[config.mk]
export PLATFORM = sky130hd
export DESIGN_NAME = in_demux
export DESIGN_NICKNAME = d
export VERILOG_FILES = /design/src/rtl/iir_pkg.sv /design/src/rtl/in_demux.sv
export SDC_FILE = /design/constraint.sdc
export NUM_CORES = 1
export LEC_CHECK = 0
export CAP_MARGIN = 20
export CORE_MARGIN = 10
export CORE_UTILIZATION = 49
export CTS_BUF_LIST = sky130_fd_sc_hd__clkbuf_8
export DETAILED_ROUTE_END_ITERATION = 10
export PLACE_DENSITY_LB_ADDON = 0.12
export SLEW_MARGIN = 10
export SYNTH_ARGS = -nofsm -noshare
export SYNTH_HDL_FRONTEND = slang
export SYNTH_SLANG_ARGS = --single-unit
export TNS_END_PERCENT = 10
[constraint.sdc]
create_clock -name clk -period 5 [get_ports clk]
set_input_delay 1 -clock clk [delete_from_list [all_inputs] [get_ports clk]]
set_output_delay 1 -clock clk [all_outputs]
set_load 0.05 [all_outputs]
[src/rtl/iir_pkg.sv]
// Shared definitions for the serial-to-parallel input demultiplexer and the
// output-side multiplexer: default widths, the demux FSM states, sample widening.
package iir_pkg;

   localparam int unsigned DEF_NUM_CH = 3;
   localparam int unsigned DEF_IN_W   = 11;
   localparam int unsigned DEF_OUT_W  = 36;
   localparam int unsigned DEF_FRAC   = 24;
   localparam int unsigned ERR_CNT_W  = 8;

   typedef enum logic {
      ST_HUNT    = 1'b0,
      ST_COLLECT = 1'b1
   } demux_state_t;

   // Sign-extend a serial sample and place its LSB at the fraction point.
   function automatic logic signed [DEF_OUT_W-1:0] widen(input logic signed [DEF_IN_W-1:0] x);
      return DEF_OUT_W'(x) <<< DEF_FRAC;
   endfunction

endpackage

[src/rtl/in_demux.sv]
// Time-multiplexed serial sample stream to per-channel parallel lanes.
// Optional build macro IN_DEMUX_ERRCNT_EN enables the saturating framing-error counter.
module in_demux
   import iir_pkg::*;
#(
   parameter int unsigned NUM_CH = DEF_NUM_CH,
   parameter int unsigned IN_W   = DEF_IN_W,
   parameter int unsigned OUT_W  = DEF_OUT_W,
   parameter int unsigned FRAC   = DEF_FRAC
) (
   input  logic                    clk,
   input  logic                    reset,
   input  logic                    in_valid,
   input  logic                    in_sof,
   input  logic signed [IN_W-1:0]  in_data,
   output logic signed [OUT_W-1:0] out_data [0:NUM_CH-1],
   output logic                    out_valid,
   output logic                    sync_err,
   output logic [ERR_CNT_W-1:0]    err_cnt
);

   localparam int unsigned CNT_W = (NUM_CH > 1) ? $clog2(NUM_CH) : 1;
   localparam logic [CNT_W-1:0] LAST_CH = CNT_W'(NUM_CH - 1);

   demux_state_t            state;
   logic [CNT_W-1:0]        ch_cnt;
   logic signed [OUT_W-1:0] shadow [0:NUM_CH-1];
   logic signed [OUT_W-1:0] wide_c;

   // Default geometry uses the shared widening function; other widths use the same rule inline.
   generate
      if (IN_W == DEF_IN_W && OUT_W == DEF_OUT_W && FRAC == DEF_FRAC) begin : g_widen_pkg
         assign wide_c = widen(in_data);
      end else begin : g_widen_gen
         assign wide_c = OUT_W'(in_data) <<< FRAC;
      end
   endgenerate

   // Framing FSM, shadow capture and atomic frame publish.
   always_ff @(posedge clk or posedge reset) begin
      if (reset) begin
         state     <= ST_HUNT;
         ch_cnt    <= '0;
         out_valid <= 1'b0;
         sync_err  <= 1'b0;
         for (int unsigned i = 0; i < NUM_CH; i++) begin
            shadow[i]   <= '0;
            out_data[i] <= '0;
         end
      end else begin
         out_valid <= 1'b0;
         sync_err  <= 1'b0;
         if (in_valid) begin
            case (state)
               ST_HUNT: begin
                  if (in_sof) begin
                     shadow[0] <= wide_c;
                     ch_cnt    <= CNT_W'(1);
                     state     <= ST_COLLECT;
                  end
               end
               ST_COLLECT: begin
                  if (ch_cnt == '0) begin
                     if (in_sof) begin
                        shadow[0] <= wide_c;
                        ch_cnt    <= CNT_W'(1);
                     end else begin
                        sync_err <= 1'b1;
                        state    <= ST_HUNT;
                     end
                  end else if (in_sof) begin
                     // Early SOF: abandon the partial frame and restart on this sample.
                     sync_err  <= 1'b1;
                     shadow[0] <= wide_c;
                     ch_cnt    <= CNT_W'(1);
                  end else if (ch_cnt == LAST_CH) begin
                     shadow[ch_cnt] <= wide_c;
                     for (int unsigned i = 0; i < NUM_CH - 1; i++) begin
                        out_data[i] <= shadow[i];
                     end
                     out_data[NUM_CH-1] <= wide_c;
                     out_valid          <= 1'b1;
                     ch_cnt             <= '0;
                  end else begin
                     shadow[ch_cnt] <= wide_c;
                     ch_cnt         <= ch_cnt + CNT_W'(1);
                  end
               end
               default: begin
                  state  <= ST_HUNT;
                  ch_cnt <= '0;
               end
            endcase
         end
      end
   end

`ifdef IN_DEMUX_ERRCNT_EN
   // Saturating count of framing violations, cleared only by reset.
   always_ff @(posedge clk or posedge reset) begin
      if (reset) begin
         err_cnt <= '0;
      end else if (sync_err && (err_cnt != '1)) begin
         err_cnt <= err_cnt + ERR_CNT_W'(1);
      end
   end
`else
   assign err_cnt = '0;
`endif

endmodule
; After elaboration in Yosys (flattened, before gate mapping)
; Cells that the tools add are included.
[totals]
wordCells = 46
in_bits = 15
output_inout_bits = 118
regBits = 196
[op_classes]
eq_ne = 1
n_mux = 24
order_cmp = 2
reduce_logical = 4
bitwise = 4
addsub = 1
[ops]
columns = operator, n
row1 = $mux W36, 4
row2 = $bwmux W108, 1
row3 = $demux W36 S2, 1
row4 = $pmux W36 S2, 1
row5 = $mux W1, 11
row6 = $mux W2, 4
row7 = $reduce_and A5 Y1, 1
row8 = $pmux W2 S2, 1
row9 = $reduce_and A4 Y1, 1
row10 = $ge A3 B3 Y1 const B, 1
row11 = $lt A3 B1 Y1 const B, 1
row12 = $not A1 Y1, 3
row13 = $not A2 Y3, 1
row14 = $add A2 B1 Y2 const B, 1
row15 = $eq A2 B2 Y1 const B, 1
row16 = $logic_not A2 Y1, 1
row17 = $pmux W1 S2, 1
row18 = $logic_and A1 B1 Y1, 1

; Depth between registers and ports, before layout
[logic_depth]
depth_word = 9
mapped_depth = 8

; Worst setup path after synthesis
; Ideal clock, no wire load.
[synth_timing]
path_type = input port to flip-flop
start = in in_sof
end = reg out_data[102] (netlist name)
setup_slack_ns = 2.778
stages = 7
setup_ns = 0.127
arrival_time_ns = 2.095
cell_sequence = inv_1 -> ha_1 -> nand3_2 -> nor3_4 -> buf_6 -> buf_6 -> mux2_1
[synth_via]
elab_chain_len = 2
[synth_rtl]
columns = element, line_no
row1 = "start, declared", in_demux.sv:14  ; input logic in_sof,
row2 = $not A1 Y1 (no line), n/a
row3 = $reduce_and A5 Y1 (no line), n/a
row4 = "end signal, assigned by index", in_demux.sv:79  ; out_data[i] <= shadow[i];
row5 = "end signal, assigned by index", in_demux.sv:81  ; out_data[NUM_CH-1] <= wide_c;
row6 = "end, declared", in_demux.sv:16  ; output logic signed [OUT_W-1:0] out_data [0:NUM_CH-1],
; No other way between the ends.
; A chain may end at the register's enable or synchronous reset.

; Worst setup path in the final report
[layout_timing]
start = in in_sof
end = reg out_data[87] (netlist name)
; Same word-level chain as after synthesis.

==> reports/qor.txt <==
Area leader, netlist - dfrtp_1
Number of diodes - 0
R2R Setup Slk - 2.55 ns
# IOs - 133
Main combinational cell family by area after synthesis - multiplexers
Nets - 400
Post-CTS Setup Repair Bufs - 0
H-tree levels - 3
WP data required - 5.24 ns
Vias - 2354
Cell depth of the worst flop-to-flop path - 7
Power per cell area - 518.4 nW/µm²
Final worst path period need - 3.052 ns
Setup Skew - 0.009866 ns
Design Area, Final - 5315 µm²
Cell row count - 34
Initial antenna violation count - 0
Crit path cell chain - clkdlybuf4s50_1 > inv_1 > ha_1 > nand3_2 > nor3_4 > buf_12 > mux2_2
Hold EP - shadow[85]
Residual DRC count - 0
RSZ-0062 raised after global routing - false
Synthesis-stage register bit count - 110
Hpwl dp - 5796 µm
Die H - 115.4 µm
Die footprint - 13320 µm²
Initial drt markers - 74
Peak supply drop - 0.0001965 V
Core Area - 8806 µm²
Max-slew violations - 0
Tightest Pin Transition - 1.033 ns
Tcrit/Tclk final - 61.03%
Worst hold stages - 1
CTS tree - built
Worst EP arrival - 3.29 ns
Yosys warnings - 0
FF-to-FF Start - ch_cnt[0]
Via density - 4.756
Global-route wire length before repair - 13480 µm
Synth top area share - 61.69%
CTS Root Cell - clkbuf_8
Max incr delay on CP - 0.65 ns
Crit Path Max Fanout - 43
Crit path max-delay cell type - nor3_4
Vias in the first global route - 2549
Final WL - 8277 µm
Clk sinks - 110
Routed len/inst - 16.72 µm
Chip width - 115.4 µm
Area contributors post-synth - dfrtp_1, mux2_2, buf_4
Synthesis-to-finish area growth - 19.13%
Largest net degree at the start of global routing - 72
Hold-fix buffers, CTS - 0
Hold Startpoint - shadow[85]
Post-Synth Adder-Cell Area - 0.2804%
I/O Buffers - 76
Final ANT Viol Nets - 0
Worst-skew pair later-pin latency - 0.35 ns
Number of max-cap violations - 0
Hold WC Path Type - register to register
Simple-gate area share of the yosys netlist - 4.851%
Gate count of the mapped netlist - 308
Post-Synth XOR/XNOR Area - 0%
Mux cell area share after synthesis - 17.41%
Drt pass-1 iters - 4
Final TNS setup - 0 ns
CP Capture Type - register
All-Layer GR Usage - 12.61%
Initial Util - 50.67%
Placed Area - 5090 µm²
Fillers - 742
GP Congestion - 0.7318
Fin. Hold Viols - 0
Max Freq - 327.7 MHz
Synth Area in Compound Gates - 3.702%
Post-CTS sizing - 0
Worst r2r dst - out_data[87]
CTS Buffer Depth - 2
Grt total ovfl - 0
Unique masters post-synth - 24
Layout cells sized above 1 - 18.09%
Synth Area per Inst - 14.49 µm²
Status - finished clean
Seq/Total Area, Yosys - 61.69%
Clock buffer count from CTS - 9
Setup CP Type - input port to register
Max transition margin - 30.87%
Clock-pin transition on the worst setup and hold timing paths - 0.09 ns
Final setup fails - 0
CP Launch Type - input port
Static leakage - 2.611 nW
Cell Area, Synth - 4462 µm²
==> cells in the mapped netlist <==
cell	instances
nor3_4	1
ha_1	1
a22o_1	14
buf_4	61
dfrtp_1	110
buf_6	3
nand3_2	1
mux2_1	20
buf_2	4
o22a_1	1
nand2b_1	1
o22ai_1	1
and3_1	2
inv_1	4
clkbuf_1	2
o21a_1	1
o211ai_2	1
nor4_1	1
nand2_1	2
conb_1	1
and2_1	24
nor2_1	2
o211ai_1	1
mux2_2	49
==> power breakdown <==
group	switching (mW)	internal (mW)
logic	0.658	0.331
registers	0.0981	1.07
clock network	0.277	0.326
==> flip-flops by register name, indices dropped and copies added, names as in the netlist <==
| register | count |
|---|---|
| sync_err | 1 |
| ch_cnt | 2 |
| state | 1 |
| shadow | 47 |
| out_data | 58 |
| out_valid | 1 |
==> worst max path at each step <==
stage	from	to	slack, ns	cells past startpoint
CTS	in_sof	out_data[33]	1.93	7
finish	in_sof	out_data[87]	1.95	7
global placement	in_sof	out_data[107]	1.57	7
detailed placement	in_sof	out_data[87]	1.51	7
global route	in_sof	out_data[70]	1.80	7
floorplan	reset	ch_cnt[0]	1.10	1
==> cells by family after synthesis <==
logic type	after synthesis
simple gates	34
other cells	1
compound gates	19
fa+ha+maj	1
buf+inv	74
mux	69
flops	110
==> layout make-up <==
type                       count  area [µm²]  share of cell area (%)
sequential                   110        2753                   51.79
multi-input combinational    179        1381                   25.99
timing repair buffer          80       803.3                   15.11
tap                          108       135.1                   2.542
clock buffer                   9       123.9                   2.331
clock inverter                 5       101.3                   1.907
inverter                       4       17.52                  0.3296
==> placed cells by master, fill, tap and decap left out <==
master	n
o21a_1	1
mux2_1	20
clkinvlp_4	1
and3_1	2
and2_1	24
o22a_1	1
a22o_1	14
nand2b_1	1
dfrtp_1	110
o211ai_2	1
nor2_1	2
buf_4	3
nand3_2	1
nor3_4	1
clkdlybuf4s50_1	76
o22ai_1	1
ha_1	1
mux2_2	49
buf_12	1
bufinv_16	3
conb_1	56
inv_4	1
o211ai_1	1
clkbuf_8	9
nand2_1	2
inv_1	4
nor4_1	1
==> routing by layer <==
metal  global-route usage [%]  vias up  share of wire [%]
met4                    2.787        0               0.60
li1                         -     1079                  -
met3                    5.323        5                8.3
met5                        0        -                  0
met1                    15.56     1201                 42
met2                    20.25       69                 49
==> critical path, delay by kind of cell <==
kind                       cells  cell delay, ns
and+or+nand+nor                2            0.76
muxes                          1            0.37
buffers and inverters          3            0.97
adders and majority gates      1            0.18
==> stage by stage <==
| stage | instances | hold slack (ns) | power, mW | utilization (%) | setup WS (ns) |
|---|---|---|---|---|---|
| 5_1_grt | 495 | 0.5050 | 2.892 | 60.36 | 1.804 |
| 3_3_place_gp | 481 | 0.4628 | 2.167 | 57.80 | 1.566 |
| 2_1_floorplan | 363 | 0.4474 | 1.903 | - | 1.098 |
| 3_5_place_dp | 481 | 0.4652 | 2.187 | 57.80 | 1.509 |
| 4_1_cts | 495 | 0.4916 | 2.795 | 60.36 | 1.931 |
| 6_report | 495 | 0.4843 | 2.755 | 60.36 | 1.948 |
No activity file was read; power rests on OpenSTA's default activity.
